<file path="src/rtl/restoring_divn.sv">
// rtl/restoring_divn.sv - sequential restoring divider, one quotient bit per cycle
// Signed operation is compiled in only when RESTORING_DIVN_SIGNED_EN is defined.
module restoring_divn #(
  parameter int WIDTH = 8
) (
  input  logic             clk,
  input  logic             rst,
  input  logic             start,
  input  logic             signed_mode,
  input  logic [WIDTH-1:0] dividend,
  input  logic [WIDTH-1:0] divisor,
  output logic [WIDTH-1:0] quotient,
  output logic [WIDTH-1:0] remainder,
  output logic             busy,
  output logic             done,
  output logic             div_zero
);

  localparam logic [1:0] IDLE = 2'd0;
  localparam logic [1:0] RUN  = 2'd1;
  localparam logic [1:0] FIX  = 2'd2;

  localparam int CW = $clog2(WIDTH) + 1;
  localparam logic [CW-1:0] LAST = CW'(WIDTH - 1);

  logic [1:0]       state;
  logic [CW-1:0]    count;
  logic [WIDTH-1:0] acc;
  logic [WIDTH-1:0] quo;
  logic [WIDTH-1:0] mag_d;
  logic             zero_div;

  logic [WIDTH-1:0] dvd_mag;
  logic [WIDTH-1:0] dvs_mag;
  logic [WIDTH-1:0] q_fix;
  logic [WIDTH-1:0] r_fix;

  logic [WIDTH:0]   a_sh;
  logic [WIDTH+1:0] trial;
  logic             trial_neg;
  logic [WIDTH-1:0] acc_nxt;
  logic [WIDTH-1:0] quo_nxt;
  logic             unused_trial_msb;

`ifdef RESTORING_DIVN_SIGNED_EN
  logic dvd_neg;
  logic dvs_neg;
  logic neg_q;
  logic neg_r;

  assign dvd_neg = signed_mode & dividend[WIDTH-1];
  assign dvs_neg = signed_mode & divisor[WIDTH-1];
  // Negating the most negative value yields the same bits, read here as 2^(WIDTH-1).
  assign dvd_mag = dvd_neg ? -dividend : dividend;
  assign dvs_mag = dvs_neg ? -divisor : divisor;
  assign q_fix   = neg_q ? -quo : quo;
  assign r_fix   = neg_r ? -acc : acc;

  always_ff @(posedge clk or negedge rst) begin
    if (!rst) begin
      neg_q <= 1'b0;
      neg_r <= 1'b0;
    end else if (state == IDLE && start) begin
      neg_q <= dvd_neg ^ dvs_neg;
      neg_r <= dvd_neg;
    end
  end
`else
  logic unused_signed_mode;

  assign unused_signed_mode = signed_mode;
  assign dvd_mag = dividend;
  assign dvs_mag = divisor;
  assign q_fix   = quo;
  assign r_fix   = acc;
`endif

  // The shifted partial remainder can reach 2*|divisor|-1, so it needs one extra bit.
  assign a_sh      = {acc, quo[WIDTH-1]};
  assign trial     = {1'b0, a_sh} - {2'b00, mag_d};
  assign trial_neg = trial[WIDTH+1];
  assign acc_nxt   = trial_neg ? a_sh[WIDTH-1:0] : trial[WIDTH-1:0];
  assign quo_nxt   = {quo[WIDTH-2:0], ~trial_neg};
  assign unused_trial_msb = trial[WIDTH];

  assign busy = (state != IDLE);

  always_ff @(posedge clk or negedge rst) begin
    if (!rst) begin
      state     <= IDLE;
      count     <= '0;
      acc       <= '0;
      quo       <= '0;
      mag_d     <= '0;
      zero_div  <= 1'b0;
      quotient  <= '0;
      remainder <= '0;
      div_zero  <= 1'b0;
      done      <= 1'b0;
    end else begin
      done <= 1'b0;
      case (state)
        IDLE: begin
          if (start) begin
            count <= '0;
            acc   <= '0;
            if (divisor == '0) begin
              // Keep the raw dividend so it can be returned as the remainder.
              zero_div <= 1'b1;
              quo      <= dividend;
              mag_d    <= '0;
              state    <= FIX;
            end else begin
              zero_div <= 1'b0;
              quo      <= dvd_mag;
              mag_d    <= dvs_mag;
              state    <= RUN;
            end
          end
        end
        RUN: begin
          acc   <= acc_nxt;
          quo   <= quo_nxt;
          count <= count + 1'b1;
          if (count == LAST) begin
            state <= FIX;
          end
        end
        FIX: begin
          quotient  <= zero_div ? '1 : q_fix;
          remainder <= zero_div ? quo : r_fix;
          div_zero  <= zero_div;
          done      <= 1'b1;
          state     <= IDLE;
        end
        default: begin
          state <= IDLE;
        end
      endcase
    end
  end

endmodule

</file>
<file path="config.mk">
export PLATFORM = sky130hd
export DESIGN_NAME = restoring_divn
export DESIGN_NICKNAME = d
export VERILOG_FILES = /design/src/rtl/restoring_divn.sv
export SDC_FILE = /design/constraint.sdc
export NUM_CORES = 1
export LEC_CHECK = 0
export ABC_AREA = 1
export CAP_MARGIN = 20
export CORE_MARGIN = 5
export CORE_UTILIZATION = 48
export CTS_CLUSTER_SIZE = 40
export DETAILED_ROUTE_END_ITERATION = 10
export HOLD_SLACK_MARGIN = 0.06
export PLACE_DENSITY = 0.77
export SLEW_MARGIN = 10
export SYNTH_ARGS = -nofsm -noshare
export SYNTH_HDL_FRONTEND = slang
export SYNTH_SLANG_ARGS = --single-unit
export TNS_END_PERCENT = 100
</file>
<file path="constraint.sdc">
create_clock -name clk -period 1.8 [get_ports clk]
set_input_delay 0.27 -clock clk [delete_from_list [all_inputs] [get_ports clk]]
set_output_delay 0.27 -clock clk [all_outputs]
set_load 0.02 [all_outputs]
</file>
==> results of run 1 <==
## sequential cells by signal (all words and copies together), names as in the netlist
signal and flops:
acc 8, count 4, div_zero 1, done 1, mag_d 8, q_fix 8, quotient 8, remainder 8
state 2, zero_div 1
## worst min-delay path by stage
| stage | endpoint | slack, ns | startpoint | depth (start not counted) |
|---|---|---|---|---|
| 2_1_floorplan | acc[0]$_DFFE_PN0P_ | -0.03 | rst | 0 |
| 3_3_place_gp | state[1]$_DFFE_PN0P_ | 0.40 | rst | 2 |
| 3_5_place_dp | count[3]$_DFFE_PN0P_ | 0.40 | rst | 2 |
| 4_1_cts | remainder[7]$_DFFE_PN0P_ | 0.50 | remainder[7]$_DFFE_PN0P_ | 2 |
| 5_1_grt | remainder[4]$_DFFE_PN0P_ | 0.51 | remainder[4]$_DFFE_PN0P_ | 2 |
| 6_report | remainder[7]$_DFFE_PN0P_ | 0.49 | remainder[7]$_DFFE_PN0P_ | 2 |
## logic make-up after synthesis
family	after synthesis	synth area share
DFF	49	0.488
AOI/OAI and AO/OA	63	0.140
and+or+nand+nor	131	0.227
buffers and inverters	51	0.0822
adders and majority gates	10	0.0528
xor gates and xnor gates	3	0.0105
## power by group through the flow
| stage | clock network (uW) | registers (uW) | logic [uW] |
|---|---|---|---|
| 2_1_floorplan | 0 | 2170 | 2510 |
| 3_5_place_dp | 0 | 2060 | 3730 |
| 3_3_place_gp | 0 | 2040 | 3620 |
| 6_report | 697 | 2080 | 4020 |
| 4_1_cts | 718 | 2050 | 3750 |
| 5_1_grt | 767 | 2130 | 4590 |
## routing by layer
layer,part of all wire,wire [microns],vias to the layer above,global-route usage
li1,-,-,1101,-
met1,0.45,2520,1035,0.238
met2,0.50,2830,49,0.309
met3,0.042,240,6,0.0369
met4,0.012,67,0,0.0565
met5,0,0,-,0
## Yosys cell counts (all sizes together)
library cell and count:
a21oi 21, o31ai 1, nand3b 1, clkinv 1, fa 1, or2 3, buf 5, nand4 4
a22oi 1, nor3 1, a22o 1, xor2 2, o21ai 29, nor2 36, dfrtp 49, ha 9
nand3 16, o211ai 2, xnor2 1, clkbuf 3, o22ai 8, inv 42, nand2 70
## final cells by class
| type | count | area [sq um] |
|---|---|---|
| fillers | 457 | 1900 |
| multi-input cells | 208 | 1160 |
| repair buffers | 51 | 475 |
| well taps | 70 | 87.6 |
| inverters | 43 | 161 |
| clock inverters | 2 | 16.3 |
| clock buffers | 6 | 82.6 |
| flip-flops and latches | 49 | 1230 |
## per-stage QoR
step            util  total power, uW
6_report       0.629             6790
5_1_grt        0.629             7490
4_1_cts        0.611             6510
3_5_place_dp   0.589             5790
3_3_place_gp   0.589             5660
2_1_floorplan      -             4680
## critical path: cells and delay by family, from the launching register on
| family | cells | cell delay (ns) |
|---|---|---|
| flip-flops | 1 | 0.40 |
| buffers and inverters | 2 | 0.12 |
| AND/OR/NAND/NOR | 8 | 0.65 |
| adder cells (fa/ha/maj) | 2 | 0.49 |
## what timing repair did
action                                  4_1_cts  5_1_grt
endpoints found under the setup margin        1       10
endpoints found under the hold margin        14        0
pin swaps                                     0       10
setup buffers                                 0        1
gates resized for setup                       1       15
hold buffers                                  1        0
gates cloned                                  0        1
==> metrics.yaml, run 1 <==
max_freq_mhz: 568
fin_tns_setup_ns: 0
min_period_over_period: 0.979
p_clk_frac: 0.103
whs_ns: 0.493
crit_type: "flip-flop to flip-flop"
fp.dieW_microns: 82.3
internal-power_uw: 3680
syn_nets: 337
avgSynthCellArea_sq_um: 8.18
tightest_slew_ns: 0.595
place.gp.congestion: 0.844
crit_required_ns: 2.00
finalSetupViolCount: 0
cpMaxStageDelayCell: "dfrtp_1"
instances_no_fill: 429
cap_violations: 0
worstSetupStartpointType: "flip-flop"
place_hpwl_mm: 4.11
outcome: "completed"
die-area_sq_um: 6780
cts_sinks: 49
layout_commonest_cell: "nand2_1"
cp_cell_sequence: "inv_2 > ha_4 > inv_2 > fa_2 > nand2_2 > nand2_2 > nand3b_1 > nand2_1 > nand2_1 > nand3_1 > nand3_1 > nand2_1"
synthDistinctLibCells: 33
antenna_left: 0
p_sw_frac: 0.459
drv_slew: 0
dp_cells: 418
cts_root_buf: "clkbuf_8"
yosysWarnings: 0
synth_top_cell_by_area: "dfrtp_1"
rsz0062_at_grt: "true"
clock_latency_ns: 0.31
port_buffers: 37
grt_pass1_vias: 2105
setup_ws_ns: 0.0381
reg2reg_depth: 12
slew_headroom: 0.603
min_period_ns: 1.76
design_area_sq_um: 3210
place_area_sq_um: 3010
cts_tree: "done"
wire_per_inst_microns: 13.2
finalNetCount: 388
critPathLaunch: "q_fix[7]$_DFFE_PN0P_"
endpoint: "acc[6]$_DFFE_PN0P_"
coreArea_sq_um: 5110
p_per_area_nw_per_um2: 2120
synth_area_sq_um: 2510
numCtsBuffers: 5
path_clk_slew_ns: 0.09
synth_sequential_area_ratio: 0.488
io_pins: 39
drt_wl_total_mm: 5.66
worst_clock_skew_ns: 0.00925
die_h_microns: 82.3
htreeDepth: 2
clock_path_buffers: 2
grt_usage: 0.184
synth_top_cell_area_share: 0.488
p_sw_uw: 3120
max_stage_delay_ns: 0.40
ys_ff_latch: 49
drc: 0
viasPerCell: 5.11
rows: 26
worst_setup_path_end_kind: "flip-flop"
grt_pass1_wl_mm: 9.57
p_comb_frac: 0.592
r2r_setup_slack_ns: 0.04
dr.pass1.iters: 4
hold_violations: 0
place_ws_ns: 0.0205
grt_overflow: 0
cpMostUsedCell: "nand2_1"
antennaDiodeCount: 0
vias: 2191
drive_above_1_share: 0.136
regToRegEndpoint: "acc[6]$_DFFE_PN0P_"
antenna_found_initial: 0
cp_data_arrival_time_ns: 1.96
hold_class: "flip-flop to flip-flop"
r2r-start: "q_fix[7]$_DFFE_PN0P_"
peakVddDrop_v: 0.00125
drt_iter0_markers: 144
yosys-top-cells-area: "dfrtp_1 (49%), nand2_1 (10%), inv_1 (6.0%), nor2_1 (4.9%), o21ai_0 (4.8%)"
pwr-share-seq: 0.306
final_cell_mix: "nand2_1 (64), dfrtp_1 (49), inv_1 (38), clkdlybuf4s50_1 (35), nor2_1 (32)"
leakagePower_uw: 0.00153
initial_core_util: 0.492
synthCells: 307
syn2layout_area_growth_pct: 27.9
crit_fanout: 2
grt_max_degree: 50
Power figures use the tool's default switching activity.
==> inputs of run 2 (changes only) <==
Settings changed: CTS_CLUSTER_SIZE 40 to 30.
Clock period 1.8 ns to 1.59 ns, I/O delays scaled along.
==> run 2 against run 1 <==
The flow now finishes with violations (negative setup slack). First-iteration DRC count fell by 4.2%. Utilization up 6.3 points. Maximum frequency up 6.4%. Critical path depth fell by 1. Cell count rose by 4.9%. Global-route usage increased by 0.16 points. Non-clock buffer count up 21. Critical path type unchanged. Critical endpoint is now acc[4]$_DFFE_PN0P_. Largest cell class is now multi-input gates.
==> metrics.yaml, run 2 (synthesis results as in run 1) <==
outcome: "complete, but fails checks"
violations: "negative setup slack"
max_freq_mhz: 604
cts_sinks: 49
leakagePower_uw: 0.00167
grt_usage: 0.185
dr.pass1.iters: 4
place_hpwl_mm: 4.18
cap_violations: 0
cp_data_arrival_time_ns: 1.86
hold_violations: 0
initial_core_util: 0.492
viasPerCell: 5.05
min_period_ns: 1.66
antenna_left: 0
worst_setup_path_end_kind: "flip-flop"
path_clk_slew_ns: 0.10
die_h_microns: 82.3
drv_slew: 0
antennaDiodeCount: 0
worst_clock_skew_ns: 0.0108
clock_latency_ns: 0.31
clock_path_buffers: 2
grt_overflow: 0
worstSetupStartpointType: "flip-flop"
rsz0062_at_grt: "true"
drive_above_1_share: 0.237
port_buffers: 37
seqCellArea_sq_um: 1230
place.gp.congestion: 0.853
tightest_slew_ns: 0.449
instances_no_fill: 450
dp_cells: 432
finalNetCount: 409
cts_tree: "done"
min_period_over_period: 1.04
wire_per_inst_microns: 13.2
die-area_sq_um: 6780
crit_fanout: 2
drc: 0
multiInputGateArea_sq_um: 1280
grt_pass1_vias: 2151
drt_wl_total_mm: 5.95
p_per_area_nw_per_um2: 2520
fp.dieW_microns: 82.3
antenna_found_initial: 0
setup_ws_ns: -0.0663
final_core_util: 0.692
fill_cells: 402
slew_headroom: 0.700
drt_iter0_markers: 138
vias: 2273
whs_ns: 0.436
coreArea_sq_um: 5110
hold_class: "primary input to asynchronous set/reset pin"
numCtsBuffers: 5
crit_required_ns: 1.79
io_pins: 39
final_cell_mix: "nand2_1 (58), dfrtp_1 (47), clkdlybuf4s50_1 (35), inv_1 (34), nor2_1 (31)"
crit_type: "flip-flop to flip-flop"
finalSetupViolCount: 2
rows: 26
cts_root_buf: "clkbuf_8"
grt_max_degree: 50
syn2layout_area_growth_pct: 40.7
layout_commonest_cell: "nand2_1"
peakVddDrop_v: 0.00119
htreeDepth: 2
place_ws_ns: -0.102
p_total_uw: 8920
grt_pass1_wl_mm: 9.67
run 2: worst max-delay path, cell delays in order, from the launching register on:
cell and delay (ns):
dfrtp_1 0.40, inv_2 0.08, ha_4 0.12, inv_2 0.04, fa_2 0.33, nand2_1 0.07, nand2_1 0.06, nand2_1 0.07
xor2_1 0.20, nand2_2 0.08, nand2_2 0.05, o21ai_1 0.06
run 2: worst paths after layout:
path / from / to / slack (ns) / depth (start not counted)
setup / recovery: q_fix[7]$_DFFE_PN0P_ / acc[4]$_DFFE_PN0P_ / -0.07 / 11
hold / removal: rst / count[2]$_DFFE_PN0P_ / 0.44 / 3
setup reg to reg: q_fix[7]$_DFFE_PN0P_ / acc[4]$_DFFE_PN0P_ / -0.07 / 11
hold reg to reg: count[3]$_DFFE_PN0P_ / count[3]$_DFFE_PN0P_ / 0.49 / 1
max in group asynchronous: rst / acc[4]$_DFFE_PN0P_ / 0.91 / 3
min in group clk: count[3]$_DFFE_PN0P_ / count[3]$_DFFE_PN0P_ / 0.49 / 1
run 2: cell type report:
type	count	area share
Tap cell	70	0.0248
Sequential cell	49	0.348
Clock buffer	5	0.0195
Inverter	43	0.0457
Timing Repair Buffer	72	0.185
Clock inverter	3	0.0142
Multi-Input combinational cell	208	0.363
run 2: through the flow:
| step | setup TNS [ns] | area, sq um |
|---|---|---|
| 2_1_floorplan | -0.00421 | 2540 |
| 3_3_place_gp | -0.529 | 3160 |
| 3_5_place_dp | -0.734 | 3160 |
| 4_1_cts | -0.162 | 3410 |
| 5_1_grt | -0.790 | 3530 |
| 6_report | -0.127 | 3530 |
run 2: timing repair:
action | 4_1_cts | 5_1_grt
pin swaps | 8 | 15
hold buffers | 1 | 0
endpoints found under the setup margin | 10 | 9
hold endpoints to repair | 49 | 0
resized for setup | 17 | 24
gates cloned | 1 | 0
setup buffers | 3 | 5
run 2: routing by layer:
| layer | part of all wire | track usage | wire, microns |
|---|---|---|---|
| met1 | 0.43 | 0.241 | 2590 |
| met2 | 0.49 | 0.309 | 2940 |
| met3 | 0.055 | 0.0282 | 330 |
| met4 | 0.015 | 0.0714 | 91 |
| met5 | 0 | 0 | 0 |
run 2: where the power goes:
part           switching, uW  internal (uW)  total [uW]
Sequential               479           1860        2340
Combinational           3010           2620        5640
Clock                    457            482         940
